**src/rtl/parity_engine_scheduler.sv**
```systemverilog
// Round-robin scheduler that time-shares one external Moore toggle/parity engine
// among NREQ serial requesters, one BURST-bit transaction per grant.
module parity_engine_scheduler #(
  parameter int NREQ  = 4,
  parameter int BURST = 8
) (
  input  logic            clk,
  input  logic            rst,
  input  logic [NREQ-1:0] req_i,
  input  logic [NREQ-1:0] din_bus_i,
  output logic [NREQ-1:0] grant_o,
  output logic            take_o,
  output logic            eng_rst_o,
  output logic            eng_din_o,
  input  logic            eng_dout_i,
  output logic            done_o,
  output logic [2:0]      done_id_o,
  output logic            result_o
);

  localparam int CW = $clog2(BURST);
  localparam int IW = (NREQ > 1) ? $clog2(NREQ) : 1;
  localparam logic [CW-1:0] LAST = CW'(BURST - 1);

  typedef enum logic [2:0] {
    IDLE,
    CLEAR,
    PRIME,
    RUN,
    DONE
  } state_t;

  state_t          state_q;
  logic [2:0]      owner_q;
  logic [2:0]      ptr_q;
  logic [CW-1:0]   cnt_q;
  logic [NREQ-1:0] grant_q;

  logic [2:0]      ptrWrap;
  logic [2:0]      arbPtr;
  logic [3:0]      candIdx;
  logic            reqFound;
  logic [2:0]      owner_d;
  logic [NREQ-1:0] grant_d;

  assign ptrWrap = (owner_q == 3'(NREQ - 1)) ? 3'd0 : owner_q + 3'd1;

  // In DONE the search starts just past the outgoing owner, so the ptr_q update
  // made on that same edge is not yet visible and is bypassed here.
  assign arbPtr = (state_q == DONE) ? ptrWrap : ptr_q;

  // Scan from the highest offset down so the lowest offset from arbPtr wins.
  always_comb begin
    reqFound = 1'b0;
    owner_d  = '0;
    candIdx  = '0;
    for (int i = NREQ - 1; i >= 0; i--) begin
      candIdx = {1'b0, arbPtr} + 4'(i);
      if (candIdx >= 4'(NREQ)) begin
        candIdx = candIdx - 4'(NREQ);
      end
      if (req_i[candIdx[IW-1:0]]) begin
        reqFound = 1'b1;
        owner_d  = candIdx[2:0];
      end
    end
  end

  always_comb begin
    grant_d = '0;
    for (int j = 0; j < NREQ; j++) begin
      grant_d[j] = reqFound && (owner_d == 3'(j));
    end
  end

  always_ff @(posedge clk) begin
    if (rst) begin
      state_q <= IDLE;
      owner_q <= '0;
      ptr_q   <= '0;
      cnt_q   <= '0;
      grant_q <= '0;
    end else begin
      case (state_q)
        IDLE: begin
          if (reqFound) begin
            owner_q <= owner_d;
            grant_q <= grant_d;
            state_q <= CLEAR;
          end
        end
        CLEAR: begin
          state_q <= PRIME;
        end
        PRIME: begin
          cnt_q   <= '0;
          state_q <= RUN;
        end
        RUN: begin
          cnt_q <= cnt_q + CW'(1);
          if (cnt_q == LAST) begin
            state_q <= DONE;
          end
        end
        DONE: begin
          ptr_q <= ptrWrap;
          if (reqFound) begin
            owner_q <= owner_d;
            grant_q <= grant_d;
            state_q <= CLEAR;
          end else begin
            grant_q <= '0;
            state_q <= IDLE;
          end
        end
        default: begin
          state_q <= IDLE;
        end
      endcase
    end
  end

  // Reset is synchronous, so outputs are masked while rst is high to keep them
  // quiet even in the cycle before the state register has been cleared.
  assign grant_o   = rst ? '0 : grant_q;
  assign take_o    = !rst && (state_q == RUN);
  assign eng_rst_o = rst || (state_q == CLEAR);
  assign eng_din_o = take_o && |(din_bus_i & grant_q);
  assign done_o    = !rst && (state_q == DONE);
  assign done_id_o = done_o ? owner_q : 3'd0;
  assign result_o  = done_o && eng_dout_i;

endmodule

```
**config.mk**
```make
export PLATFORM = sky130hd
export DESIGN_NAME = parity_engine_scheduler
export DESIGN_NICKNAME = d
export VERILOG_FILES = /design/src/rtl/parity_engine_scheduler.sv
export SDC_FILE = /design/constraint.sdc
export NUM_CORES = 1
export LEC_CHECK = 0
export CAP_MARGIN = 20
export CORE_MARGIN = 8
export CORE_UTILIZATION = 35
export DETAILED_ROUTE_END_ITERATION = 8
export SYNTH_ARGS = -nofsm -noshare
export SYNTH_HDL_FRONTEND = slang
export SYNTH_SLANG_ARGS = --single-unit
```
**constraint.sdc**
```tcl
create_clock -name clk -period 3 [get_ports clk]
set_input_delay 0.45 -clock clk [delete_from_list [all_inputs] [get_ports clk]]
set_output_delay 0.45 -clock clk [all_outputs]
set_load 0.03 [all_outputs]
```
* Word level (Yosys, flattened, before mapping)
Index checks and enable logic that the tools add are counted.
** Operators by class
- Add/sub/neg operators :: 9
- Bitwise logic cells :: 1
- Equal/unequal tests :: 11
- Muxes and demuxes :: 32
- Reductions and logical operators :: 19
- $lt $le $gt $ge :: 8
** Operators by type and width (number)
- $mux W3 :: 13
- $eq A3 B2 Y1 const B :: 5
- $pmux W3 S5 :: 1
- $ge A4 B3 Y1 const B :: 3
- $lt A2 B3 Y1 const B :: 4
- $mux W4 :: 3
- $sub A3 B3 Y3 const B :: 4
- $mux W1 :: 9
- $add A3 B2 Y4 const B :: 2
- $bmux W1 S2 :: 4
- $logic_and A1 B1 Y1 :: 8
- $pmux W4 S2 :: 1
- $add A3 B1 Y3 const B :: 2
- $eq A3 B1 Y1 const B :: 2
- $eq A3 B3 Y1 const B :: 2
- $logic_not A3 Y1 :: 2
- $pmux W3 S2 :: 1
- $reduce_and A2 Y1 :: 3
- $add A3 B1 Y4 const B :: 1
- $and A4 B4 Y4 :: 1
- $ne A2 B2 Y1 const B :: 2
- $reduce_bool A2 Y1 :: 2
- $reduce_or A4 Y1 :: 1
- $ge A3 B3 Y1 const B :: 1
- 3 further kinds :: 3
** Word-level totals
- Bits in registers :: 16
- Input bits :: 11
- Word-level logic and storage cells :: 85

* Depth between registers and ports, before layout
- Depth after elaboration :: 16
- Gate-level depth with buffers :: 12
- Depth with buffers taken out :: 12

* Worst setup path before layout
No wires, ideal clock.
- Kind :: register -> register
- Start point :: register state_q[0]
- End point :: register grant_q[2]
- Slack :: 285 ps
- Required time :: 2883 ps
- Data arrival time :: 2598 ps
- Cell stages (with the launch flop) :: 12
- Path buffers :: 2
- Path through :: dfxtp_1 > buf_6 > or3b_4 > nand2_1 > and2_4 > buf_6 > ha_1 > mux2i_1 > nand4_1 > a2111oi_4 > a211oi_1 > a32o_1
** On the way
- Cells in the longest elaborated chain, start to end :: 15
- Elaborated cells between the ends (all ways) :: 42
- Those cells by class :: 7 x add/sub; 4 x order compare; 3 x eq/ne; 24 x mux; 4 x reduce/logical
** RTL lines
- start: declaration :: RTL line 33 : state_t state_q;
- start signal: assignment :: RTL line 78 : state_q <= IDLE;
- start signal: assignment :: RTL line 89 : state_q <= CLEAR;
- start signal: assignment :: RTL line 93 : state_q <= PRIME;
- $eq A3 B3 Y1 :: RTL line 50, 84
- $mux W3
- $add A3 B2 Y4 :: RTL line 58 : candIdx = {1'b0, arbPtr} + 4'(i);
- $ge A4 B3 Y1 or $sub A3 B3 Y3 (tied branches) :: RTL line 59, 60
- $mux W3 :: RTL line 59 : if (candIdx >= 4'(NREQ)) begin
- $bmux W1 S2 :: RTL line 62 : if (req_i[candIdx[IW-1:0]]) begin
- $mux W1 (not written as such) :: RTL line 62
- $mux W3 (4 in series) :: RTL line 62
- $eq A3 B2 Y1 :: RTL line 72 : grant_d[j] = reqFound && (owner_d == 3'(j));
- $logic_and A1 B1 Y1 :: RTL line 72
- $mux W4, on equally long branches :: RTL line 107, 86
- $pmux W4 S2 :: RTL line 84 : case (state_q)
- end signal: assignment :: RTL line 88 : grant_q <= grant_d;
- end signal: assignment :: RTL line 109 : grant_q <= grant_d;
- end: declaration :: RTL line 37 : logic [NREQ-1:0] grant_q;
Parallel ways exist; a longest one is shown, timed or not. The select of a mux whose other input is x is not followed.
A chain may end at the register's enable or synchronous reset.

* Worst setup path in the final report
Same ends and word-level chain as after synthesis.

==> metrics.txt <==
# TYPE chip_impl_metric gauge
chip_impl_metric{name="fin_setup_tns",unit="ps"} 0
chip_impl_metric{name="ctsHoldBuffers",unit=""} 0
chip_impl_metric{name="worst_clock_skew",unit="ps"} 5.673
chip_impl_metric{name="ff2ff_setup_slack",unit="ps"} 170
chip_impl_metric{name="dpl.hpwl",unit="µm"} 2196
chip_impl_metric{name="tritoncts.num_buffers",unit=""} 3
chip_impl_metric{name="wire_length_per_cell",unit="µm"} 13.43
chip_impl_metric{name="drt-met1-wl",unit="µm"} 1308
chip_impl_info{name="tritoncts",value="done"} 1
chip_impl_metric{name="worst_ep_required_time",unit="ps"} 3180
chip_impl_metric{name="drive_above_1_share",unit="%"} 12.27
chip_impl_metric{name="ys_types",unit=""} 43
chip_impl_info{name="hp-class",value="reg -> reg"} 1
chip_impl_metric{name="buffer_ports.inserted",unit=""} 22
chip_impl_metric{name="postSynthRegisterBits",unit=""} 16
chip_impl_metric{name="multiInputGateArea",unit="µm²"} 739.5
chip_impl_metric{name="timing.final.max_slew_violations",unit=""} 0
chip_impl_metric{name="tightest_slew",unit="ps"} 403.5
chip_impl_info{name="synth_area_leaders",value="sky130_fd_sc_hd__dfxtp_1, sky130_fd_sc_hd__ha_1, sky130_fd_sc_hd__nand2_1"} 1
chip_impl_metric{name="syn-cell-area",unit="µm²"} 1130
chip_impl_info{name="synth_largest_area_cell",value="sky130_fd_sc_hd__dfxtp_1"} 1
chip_impl_metric{name="cts_repair_resize_count",unit=""} 0
chip_impl_metric{name="clock.fmax",unit="MHz"} 352.8
chip_impl_metric{name="cell_count_final_fillers_out",unit=""} 207
chip_impl_metric{name="detail_route.first_pass.iterations",unit=""} 4
chip_impl_metric{name="wl_met3",unit="µm"} 271
chip_impl_metric{name="antenna_found_initial",unit=""} 0
chip_impl_metric{name="routed_wl",unit="µm"} 2779
chip_impl_metric{name="grt_pass1_wl",unit="µm"} 4830
chip_impl_metric{name="initial_core_util",unit="%"} 37.01
chip_impl_info{name="cts-root-buf",value="sky130_fd_sc_hd__clkbuf_4"} 1
chip_impl_metric{name="cts_htree_levels",unit=""} 1
chip_impl_metric{name="rows",unit=""} 20
chip_impl_metric{name="arrival",unit="ps"} 3020
chip_impl_metric{name="route.antenna.remaining_nets",unit=""} 0
chip_impl_metric{name="drc",unit=""} 0
chip_impl_metric{name="tritoncts_num_sinks",unit=""} 16
chip_impl_metric{name="clk_latency",unit="ps"} 290
chip_impl_metric{name="layout.area.seq",unit="µm²"} 321.6
chip_impl_info{name="outcome",value="finished clean"} 1
chip_impl_metric{name="gp_congestion",unit=""} 0.9765
chip_impl_metric{name="syn_to_final_growth",unit="%"} 25.69
chip_impl_metric{name="place.detailed.instances",unit=""} 204
chip_impl_metric{name="grt_pass1_vias",unit=""} 1058
chip_impl_info{name="endpoint_kind",value="flop"} 1
chip_impl_metric{name="postCtsSetupRepairBufs",unit=""} 0
chip_impl_metric{name="worst_vdd_drop",unit="µV"} 196.4
chip_impl_metric{name="cts_buffer_depth",unit=""} 2
chip_impl_metric{name="nets",unit=""} 181
chip_impl_metric{name="setup_violations",unit=""} 0
chip_impl_metric{name="final-hold-violation-count",unit=""} 0
chip_impl_metric{name="final_period_minus_worst_setup_slack",unit="ps"} 2834
chip_impl_metric{name="synthesized_area_per_cell",unit="µm²"} 8.013
chip_impl_info{name="top_layer",value="met4"} 1
chip_impl_info{name="timing.setup.critical_path_class",value="reg -> reg"} 1
chip_impl_metric{name="power.leakage",unit="nW"} 0.5237
chip_impl_metric{name="vias_per_cell",unit=""} 5.251
chip_impl_metric{name="grt_usage",unit="%"} 11.13
chip_impl_metric{name="mappedNetlistNets",unit=""} 157
chip_impl_metric{name="synthesis.instances",unit=""} 141
chip_impl_metric{name="power_density",unit="nW/µm²"} 318.0
chip_impl_metric{name="drt_first_iter_violations",unit=""} 21
chip_impl_metric{name="placeableCoreArea",unit="µm²"} 3053
chip_impl_metric{name="num_vias",unit=""} 1087
chip_impl_metric{name="synth_largest_type_area_fraction",unit="%"} 28.35
chip_impl_metric{name="grt_remaining_overflow",unit=""} 0
chip_impl_metric{name="design.portCount",unit=""} 23
chip_impl_metric{name="fp.dieW",unit="µm"} 72.82
chip_impl_metric{name="yosys_warnings",unit=""} 0
chip_impl_info{name="rsz0062_at_grt",value="false"} 1
chip_impl_metric{name="met2RoutedLength",unit="µm"} 1191
chip_impl_metric{name="synth-seq-area-share",unit="%"} 28.35
chip_impl_metric{name="cts.clk_slew.worst_paths",unit="ps"} 90
chip_impl_metric{name="final.period_utilization",unit="%"} 94.47
chip_impl_metric{name="slew_headroom",unit="%"} 72.89
chip_impl_metric{name="pin_count_of_the_biggest_net_entering_global_routing",unit=""} 12
chip_impl_metric{name="timing.critical_path.fanout_max",unit=""} 11
chip_impl_info{name="worstSetupStartpointType",value="flop"} 1
chip_impl_metric{name="fill_cells",unit=""} 328
chip_impl_metric{name="chipHeight",unit="µm"} 72.82
chip_impl_metric{name="antennaDiodeCount",unit=""} 0
chip_impl_metric{name="maxCapViolations",unit=""} 0
chip_impl_metric{name="totalPowerFinal",unit="mW"} 0.4516
chip_impl_metric{name="die_area",unit="µm²"} 5302
## path summary, 6_finish.rpt
check | from | end | cells after the start
worst max-delay path | state_q[0]$_SDFFE_PP0P_ | grant_q[2]$_SDFFE_PP0P_ | 9
worst min-delay path | cnt_q[2]$_SDFFE_PP0P_ | cnt_q[2]$_SDFFE_PP0P_ | 2
worst max register to register | state_q[0]$_SDFFE_PP0P_ | grant_q[2]$_SDFFE_PP0P_ | 9
worst min register to register | cnt_q[2]$_SDFFE_PP0P_ | cnt_q[2]$_SDFFE_PP0P_ | 2
## flip-flops by register name, summed over array words and instances, names as in the netlist
| signal | count |
|---|---|
| grant_q | 4 |
| cnt_q | 3 |
| owner_q | 3 |
| ptr_q | 3 |
| state_q | 3 |
## cell usage in the layout, fill, tap and decap left out, types with 2 or more instances in the layout
master and n:
sky130_fd_sc_hd__clkbuf_4 3, sky130_fd_sc_hd__dfxtp_1 15, sky130_fd_sc_hd__nor2b_1 4, sky130_fd_sc_hd__a211oi_1 2, sky130_fd_sc_hd__o21ai_0 3, sky130_fd_sc_hd__clkdlybuf4s50_1 21, sky130_fd_sc_hd__and2_1 6, sky130_fd_sc_hd__nor2_1 15
sky130_fd_sc_hd__a32o_1 5, sky130_fd_sc_hd__mux2i_1 2, sky130_fd_sc_hd__nor3_1 5, sky130_fd_sc_hd__ha_1 4, sky130_fd_sc_hd__inv_1 6, sky130_fd_sc_hd__buf_4 6, sky130_fd_sc_hd__a22oi_1 2, sky130_fd_sc_hd__nand2_1 16
sky130_fd_sc_hd__nand4_1 2, sky130_fd_sc_hd__a21oi_1 10, sky130_fd_sc_hd__nand2b_1 2, sky130_fd_sc_hd__a32oi_1 2, sky130_fd_sc_hd__nand3_1 7, sky130_fd_sc_hd__nor3b_1 2, sky130_fd_sc_hd__mux4_2 2
## worst max-delay path: stages, from the launching register on
cell	delay [ps]
sky130_fd_sc_hd__dfxtp_1	410
sky130_fd_sc_hd__or3b_4	460
sky130_fd_sc_hd__nand2_1	100
sky130_fd_sc_hd__and2_4	220
sky130_fd_sc_hd__ha_2	340
sky130_fd_sc_hd__mux2i_1	240
sky130_fd_sc_hd__nand4_1	180
sky130_fd_sc_hd__a2111oi_4	370
sky130_fd_sc_hd__a211oi_1	150
sky130_fd_sc_hd__a32o_1	280
## per-layer routing
| metal | GRT usage (%) | vias up |
|---|---|---|
| met5 | 0 | - |
| li1 | - | 558 |
| met1 | 13.51 | 490 |
| met2 | 17.20 | 37 |
| met4 | 2.000 | 0 |
| met3 | 5.632 | 2 |
## stage by stage
| stage | area, µm² | hold slack, ps | util [%] | setup WS [ps] |
|---|---|---|---|---|
| 2_1_floorplan | 1130 | 435.6 | - | 284.6 |
| 3_3_place_gp | 1394 | 445.7 | 45.66 | 191.2 |
| 3_5_place_dp | 1394 | 457.5 | 45.66 | 113.0 |
| 4_1_cts | 1416 | 472.7 | 46.39 | 96.37 |
| 5_1_grt | 1420 | 505.3 | 46.52 | 47.50 |
| 6_report | 1420 | 470.3 | 46.52 | 165.9 |
## synthesized netlist by cell type, drive strengths merged
master and count:
nor4 1, mux2i 2, o22ai 1, o31ai 1, nor2b 4, a31oi 1, or3 1, nand2 16
inv 7, and2b 1, or3b 1, and3 1, and2 7, ha 5, o41ai 1, nand2b 2
o211ai 1, a32o 5, nand3 7, nor3 5, a21oi 10, nand3b 1, o21ai 3, a32oi 2
a21boi 1, a211oi 2, a2111oi 1, clkbuf 3, dfxtp 16, o21a 1, mux4 2, buf 5
o32ai 1, nor3b 3, or2 1, a22oi 2, nand4 2, nor2 15
## layout make-up
class / instances / area share (%)
Multi-Input combinational cell: 110 / 52.07
Timing Repair Buffer: 27 / 17.97
Inverter: 7 / 1.850
Sequential cell: 16 / 22.64
Clock buffer: 3 / 1.586
Tap cell: 44 / 3.877
## kinds of logic (layout without fill, tap and decap cells)
family                   Yosys count  after routing  synth area share (%)
adder cells (fa/ha/maj)            5              5                 5.537
AND/OR/NAND/NOR                   68             68                 31.12
buffers and inverters             15             37                 6.422
multiplexers                       4              4                 5.758
flip-flops                        16             16                 28.35
AO/OA/AOI/OAI                     33             33                 22.81
## power breakdown
group          internal [mW]  switching (mW)  leakage, nW
Sequential             0.223          0.0124        0.131
Clock                 0.0467          0.0677       0.0138
Combinational         0.0471          0.0552        0.379
Total                  0.316           0.135        0.524
Note: power is estimated with default switching activity, not from simulation.
